### src/rtl/dcc_bus_arbiter_if.sv
`default_nettype none
// ============================================================================
// Module      : dcc_bus_arbiter_if
// Description : SH-2 system-bus arbitration handshake bundle. Carries the
//               request, grant and acknowledge lines between the arbiter and
//               the bus agents.
// Revision    : 1.0 - initial release
// ============================================================================
interface dcc_bus_arbiter_if;
    logic       BREQ_N;     // slave SH-2 bus request, active-low
    logic       EXBREQ_N;   // external (SCU) bus request, active-low
    logic       BGR_N;      // master SH-2 has released the bus, active-low
    logic       BRLS_N;     // release request to master SH-2, active-low
    logic       BACK_N;     // acknowledge to slave SH-2, active-low
    logic       EXBACK_N;   // acknowledge to external requester, active-low
    logic [1:0] OWNER;      // 0 master, 1 slave, 2 external

    // Arbiter side: samples requests and master release, drives grants
    modport master (
        input  BREQ_N,
        input  EXBREQ_N,
        input  BGR_N,
        output BRLS_N,
        output BACK_N,
        output EXBACK_N,
        output OWNER
    );

    // Agent side: drives requests and master release, observes grants
    modport slave (
        output BREQ_N,
        output EXBREQ_N,
        output BGR_N,
        input  BRLS_N,
        input  BACK_N,
        input  EXBACK_N,
        input  OWNER
    );
endinterface
`default_nettype wire

### src/rtl/dcc_bus_arbiter.sv
`default_nettype none
// ============================================================================
// Module      : dcc_bus_arbiter
// Description : Shared SH-2 bus arbiter. The master SH-2 owns the bus by
//               default; the slave SH-2 and the external requester obtain it
//               through a release-request / release / acknowledge sequence.
//               Round-robin between the two non-default requesters, with a
//               programmable idle gap after each tenure. All state advances
//               on the CE_R clock enable.
// Revision    : 1.0 - initial release
// ============================================================================
module dcc_bus_arbiter #(
    parameter int TURN_CYC = 1      // idle CE ticks after a release (1..15)
) (
    input  wire logic          CLK,
    input  wire logic          RST,
    input  wire logic          CE_R,
    dcc_bus_arbiter_if.master  bus
);

    localparam logic [3:0] TURN_LOAD = 4'(TURN_CYC);

    // Requester identity: 0 = slave SH-2, 1 = external
    localparam logic SEL_SLAVE = 1'b0;
    localparam logic SEL_EXT   = 1'b1;

    localparam logic [1:0] OWN_MASTER = 2'd0;
    localparam logic [1:0] OWN_SLAVE  = 2'd1;
    localparam logic [1:0] OWN_EXT    = 2'd2;

    typedef enum logic [2:0] {
        ST_IDLE    = 3'd0,
        ST_REL_REQ = 3'd1,
        ST_GRANT_S = 3'd2,
        ST_GRANT_X = 3'd3,
        ST_TURN    = 3'd4,
        ST_RETURN  = 3'd5
    } state_t;

    state_t     state_q, state_d;
    logic       win_q,   win_d;     // winner latched in IDLE
    logic       last_q,  last_d;    // most recently granted requester
    logic [3:0] cnt_q,   cnt_d;     // turnaround counter
    logic       brls_q,  brls_d;
    logic       back_q,  back_d;
    logic       exback_q, exback_d;
    logic [1:0] owner_q, owner_d;

    logic slave_req;
    logic ext_req;
    logic master_free;
    logic do_grant;
    logic grant_sel;

    assign slave_req   = ~bus.BREQ_N;
    assign ext_req     = ~bus.EXBREQ_N;
    assign master_free = ~bus.BGR_N;

    // Request level of a given requester
    function automatic logic req_of(input logic sel, input logic s_req, input logic x_req);
        return sel ? x_req : s_req;
    endfunction

    // Next-state and registered-output decode
    always_comb begin
        state_d   = state_q;
        win_d     = win_q;
        last_d    = last_q;
        cnt_d     = cnt_q;
        brls_d    = brls_q;
        back_d    = back_q;
        exback_d  = exback_q;
        owner_d   = owner_q;
        do_grant  = 1'b0;
        grant_sel = SEL_SLAVE;

        case (state_q)
            ST_IDLE: begin
                if (slave_req || ext_req) begin
                    // On a tie the requester that did not own the bus last wins
                    if (slave_req && ext_req) begin
                        win_d = ~last_q;
                    end else begin
                        win_d = ext_req ? SEL_EXT : SEL_SLAVE;
                    end
                    brls_d  = 1'b0;
                    state_d = ST_REL_REQ;
                end
            end

            ST_REL_REQ: begin
                if (master_free) begin
                    if (req_of(win_q, slave_req, ext_req)) begin
                        do_grant  = 1'b1;
                        grant_sel = win_q;
                    end else if (req_of(~win_q, slave_req, ext_req)) begin
                        do_grant  = 1'b1;
                        grant_sel = ~win_q;
                    end else begin
                        // Winner withdrew and nobody else is waiting
                        brls_d  = 1'b1;
                        state_d = ST_RETURN;
                    end
                end
            end

            ST_GRANT_S: begin
                if (!slave_req) begin
                    back_d  = 1'b1;
                    owner_d = OWN_MASTER;
                    cnt_d   = TURN_LOAD;
                    state_d = ST_TURN;
                end
            end

            ST_GRANT_X: begin
                if (!ext_req) begin
                    exback_d = 1'b1;
                    owner_d  = OWN_MASTER;
                    cnt_d    = TURN_LOAD;
                    state_d  = ST_TURN;
                end
            end

            ST_TURN: begin
                if (cnt_q != 4'd0) begin
                    cnt_d = cnt_q - 4'd1;
                end else if (req_of(~last_q, slave_req, ext_req)) begin
                    // Direct hand-off: master keeps its bus released
                    do_grant  = 1'b1;
                    grant_sel = ~last_q;
                end else begin
                    brls_d  = 1'b1;
                    state_d = ST_RETURN;
                end
            end

            ST_RETURN: begin
                if (!master_free) begin
                    state_d = ST_IDLE;
                end
            end

            default: begin
                state_d = ST_IDLE;
            end
        endcase

        // Common grant action shared by REL_REQ and TURN
        if (do_grant) begin
            state_d  = grant_sel ? ST_GRANT_X : ST_GRANT_S;
            back_d   = grant_sel;
            exback_d = ~grant_sel;
            owner_d  = grant_sel ? OWN_EXT : OWN_SLAVE;
            last_d   = grant_sel;
        end
    end

    // State and output registers, advancing only on the clock enable
    always_ff @(posedge CLK) begin
        if (RST) begin
            state_q  <= ST_IDLE;
            win_q    <= SEL_SLAVE;
            last_q   <= SEL_EXT;
            cnt_q    <= 4'd0;
            brls_q   <= 1'b1;
            back_q   <= 1'b1;
            exback_q <= 1'b1;
            owner_q  <= OWN_MASTER;
        end else if (CE_R) begin
            state_q  <= state_d;
            win_q    <= win_d;
            last_q   <= last_d;
            cnt_q    <= cnt_d;
            brls_q   <= brls_d;
            back_q   <= back_d;
            exback_q <= exback_d;
            owner_q  <= owner_d;
        end
    end

    assign bus.BRLS_N   = brls_q;
    assign bus.BACK_N   = back_q;
    assign bus.EXBACK_N = exback_q;
    assign bus.OWNER    = owner_q;

endmodule
`default_nettype wire

### src/flat_wrapper.sv
// flat-port wrapper written by rule: the top's interface ports become plain ports
module dcc_bus_arbiter_flat 
#(
    parameter int TURN_CYC = 1                                              
)
  (CLK, RST, CE_R, bus_BREQ_N, bus_EXBREQ_N, bus_BGR_N, bus_BRLS_N, bus_BACK_N, bus_EXBACK_N, bus_OWNER);
  dcc_bus_arbiter_if bus_i ();
  input  wire logic CLK;
  input  wire logic RST;
  input  wire logic CE_R;
  input wire logic [$bits(bus_i.BREQ_N)-1:0] bus_BREQ_N;
  input wire logic [$bits(bus_i.EXBREQ_N)-1:0] bus_EXBREQ_N;
  input wire logic [$bits(bus_i.BGR_N)-1:0] bus_BGR_N;
  output wire logic [$bits(bus_i.BRLS_N)-1:0] bus_BRLS_N;
  output wire logic [$bits(bus_i.BACK_N)-1:0] bus_BACK_N;
  output wire logic [$bits(bus_i.EXBACK_N)-1:0] bus_EXBACK_N;
  output wire logic [$bits(bus_i.OWNER)-1:0] bus_OWNER;
  assign bus_i.BREQ_N = bus_BREQ_N;
  assign bus_i.EXBREQ_N = bus_EXBREQ_N;
  assign bus_i.BGR_N = bus_BGR_N;
  assign bus_BRLS_N = bus_i.BRLS_N;
  assign bus_BACK_N = bus_i.BACK_N;
  assign bus_EXBACK_N = bus_i.EXBACK_N;
  assign bus_OWNER = bus_i.OWNER;
  dcc_bus_arbiter #(.TURN_CYC(TURN_CYC)) u_core (.CLK(CLK), .RST(RST), .CE_R(CE_R), .bus(bus_i));
endmodule
### config.mk
export PLATFORM = sky130hd
export DESIGN_NAME = dcc_bus_arbiter_flat
export DESIGN_NICKNAME = d
export VERILOG_FILES = /design/src/rtl/dcc_bus_arbiter_if.sv /design/src/rtl/dcc_bus_arbiter.sv /design/src/flat_wrapper.sv
export SDC_FILE = /design/constraint.sdc
export NUM_CORES = 1
export LEC_CHECK = 0
export ABC_AREA = 1
export ABC_CLOCK_PERIOD_IN_PS = 2830
export CAP_MARGIN = 15
export CORE_AREA = 2 2 53 55
export DETAILED_ROUTE_END_ITERATION = 10
export DIE_AREA = 0 0 55 57
export GPL_TIMING_DRIVEN = 0
export HOLD_SLACK_MARGIN = 0.02
export PLACE_DENSITY_LB_ADDON = 0.05
export SETUP_SLACK_MARGIN = 0.05
export SYNTH_ARGS = -nofsm -noshare
export SYNTH_HDL_FRONTEND = slang
export SYNTH_SLANG_ARGS = --single-unit
### constraint.sdc
create_clock -name CLK -period 2.83 [get_ports CLK]
set_clock_uncertainty 0.1 [all_clocks]
set_input_delay 0.566 -clock CLK [delete_from_list [all_inputs] [get_ports CLK]]
set_output_delay 0.566 -clock CLK [all_outputs]
set_load 0.01 [all_outputs]
==> flow_summary.toml <==
[place]
placed_area_um2 = 997
place_congestion = 0.871
hpwl_um = 1640
io_buffers = 9
dpl_worst_slack_ns = 0.614

[timing]
setup_viol = 0
period_needed_ns = 1.90
final.setup.tns_ns = 0
slew_viol_final = 0
max_freq_mhz = 526
relSlewSlack = 0.753
min_period_over_period = 0.672
finalHoldViolCount = 0
setup_ws_ns = 0.930
tightest_slew_ns = 0.369
grt_setup_unrepaired = "false"

[drt]
wl_per_cell_um = 11.9
drt-pass1-iter-count = 2
viasPerCell = 4.83
vias = 869
post-route-drc-count = 0
drt-initial-drc-count = 12
ant_nets = 0
routed_wirelength_um = 2130

[min_path]
hp-class = "reg2reg"
hp-start = "u_core.win_q$_SDFFE_PP0P_"
hold_path_end = "u_core.win_q$_SDFFE_PP0P_"
whs_path_depth = 2

[synthesis]
syn_area_um2 = 868
yosys-top-cells-area = "dfxtp_1 32%, nand2_1 17%, nor2_1 9.1%"
syn_avg_cell_area_um2 = 6.38
synth_top_area_frac = 0.323
seq_area_frac_synth = 0.323
synth_seq_cells = 14
ys_types = 23
synth.largest_area_cell = "dfxtp_1"
synthCells = 136
ys.warnings.count = 0
syn_nets = 143

[global_route]
grt_overflow_total = 0
grt_pass1_vias = 844
grt_pass1_wl_um = 3770
grt_max_degree = 11
grtUsageTotal = 0.162
antenna_found_initial = 0

[power_and_ir_drop]
peakVddDrop_v = 0.000397
power_density_mw_per_mm2 = 797
power.total_mw = 0.824
power_leakage_nw = 0.475

[layout]
final_area_mm2 = 0.00103
fin_nets = 157
syn2layout_area_growth_pct = 19.0
drive_gt1_frac = 0.141
antenna_cells = 0
fillers = 287
utilization = 0.395

[clock_tree]
cts_buffers = 3
clock_sinks = 14
post-cts-setup-buffers = 0
clk_pin_slew_ns = 0.10
cts_resized = 0
cts.htree.levels = 1
clock_path_buffers = 2
clock_latency_ns = 0.28
hold_buffers = 0
cts_root_buf = "clkbuf_4"
cts_tree = "done"

[setup_path]
worstRegToRegCells = 7
critPathMaxFanout = 5
endpoint_kind = "register"
r2r-end = "u_core.cnt_q[0]$_SDFFE_PP0P_"
r2r-start = "u_core.state_q[2]$_SDFFE_PP0P_"
cp.arrival_ns = 1.99
r2r_slack_ns = 1.16
critPathLaunch = "bus_BREQ_N"
startpoint_type = "input port"
criticalPathCategory = "in2reg"
crit_required_ns = 2.92

[job]
max_cap_viol_count = 0

[die]
die_y_um = 57
start_util = 0.332
core-area_mm2 = 0.00262
fp.dieW_um = 55
num_rows = 19
ios = 11
dieArea_mm2 = 0.00314

[outcome]
status = "complete, no violations"
==> layer usage <==
| layer | vias to the layer above | routed length (um) | track usage |
|---|---|---|---|
| met5 | - | 0 | 0 |
| met4 | 0 | 21 | 0.0488 |
| met1 | 391 | 1060 | 0.230 |
| met3 | 4 | 74 | 0.0393 |
| li1 | 462 | - | - |
| met2 | 12 | 982 | 0.243 |
==> critical path: stages <==
cell and delay, ns:
clkdlybuf4s50_1 0.53, inv_1 0.07, nand2_1 0.09, nand2_1 0.11, nand2_1 0.09, nand2_1 0.07, nor2_2 0.15, nand2_2 0.12
a21oi_1 0.14, nor2_1 0.06
==> cells by family after synthesis <==
logic type | after synthesis | share of synthesized area
xor gates and xnor gates | 2 | 0.0202
buffers and inverters | 15 | 0.0749
DFF | 14 | 0.323
AOI/OAI and AO/OA | 14 | 0.0850
adders and majority gates | 1 | 0.0144
and+or+nand+nor | 90 | 0.483
==> sequential cells by signal, summed over array words and instances (netlist names) <==
register / cells
u_core.bus.BRLS_N: 1
u_core.win_q: 1
u_core.bus.EXBACK_N: 1
u_core.bus.OWNER: 2
u_core.last_q: 1
u_core.cnt_q: 4
u_core.state_q: 3
u_core.bus.BACK_N: 1
==> placed cells by master (no fill, tap or decap), drive strengths merged <==
cell type	Yosys	layout
xnor2	2	2
inv	12	12
clkinv	1	1
nand3	16	16
a21oi	9	9
dfxtp	14	14
buf	1	1
nor3	3	3
and3	1	1
ha	1	1
nand3b	1	1
nand2	43	43
clkdlybuf4s50	0	9
nand4	2	2
nor2	24	24
o21ai	5	5
clkbuf	1	5
==> cells in the mapped netlist (all sizes together) <==
cell type	n
o21ai	5
buf	1
xnor2	2
ha	1
a21oi	9
nand4	2
clkbuf	1
nor2	24
nand3b	1
dfxtp	14
nand3	16
nor3	3
clkinv	1
nand2	43
and3	1
inv	12
==> how the worst max path moves through the flow <==
stage,endpoint,cells past startpoint
after floorplan,u_core.state_q[0]$_SDFFE_PP0P_,9
after detailed placement,u_core.state_q[0]$_SDFFE_PP0P_,10
after global routing,u_core.last_q$_SDFFE_PP1P_,10
after CTS,u_core.state_q[0]$_SDFFE_PP0P_,10
after global placement,u_core.state_q[2]$_SDFFE_PP0P_,10
final,u_core.state_q[2]$_SDFFE_PP0P_,10
==> per-stage QoR <==
step | hold slack [ns] | instances
floorplan | 0.330 | 136
global placement | 0.339 | 176
detailed placement | 0.347 | 176
CTS | 0.368 | 180
global route | 0.376 | 180
finish | 0.364 | 180
==> where the power goes <==
| part | total [mW] | switching [mW] | leakage, nW | internal, mW |
|---|---|---|---|---|
| clock | 0.149 | 0.0706 | 0.0210 | 0.0783 |
| sequential | 0.282 | 0.0430 | 0.114 | 0.239 |
| combinational | 0.394 | 0.236 | 0.340 | 0.158 |
| total | 0.824 | 0.350 | 0.475 | 0.475 |
==> cell type report <==
class	count	area, um2	area share
flip-flops and latches	14	280	0.271
inverters	13	48.8	0.0472
repair buffers	9	90.1	0.0872
multi-input cells	107	523	0.506
clock buffers	4	36.3	0.0351
plain buffers	2	16.3	0.0157
well taps	31	38.8	0.0375
(Power assumes the default switching activity.)
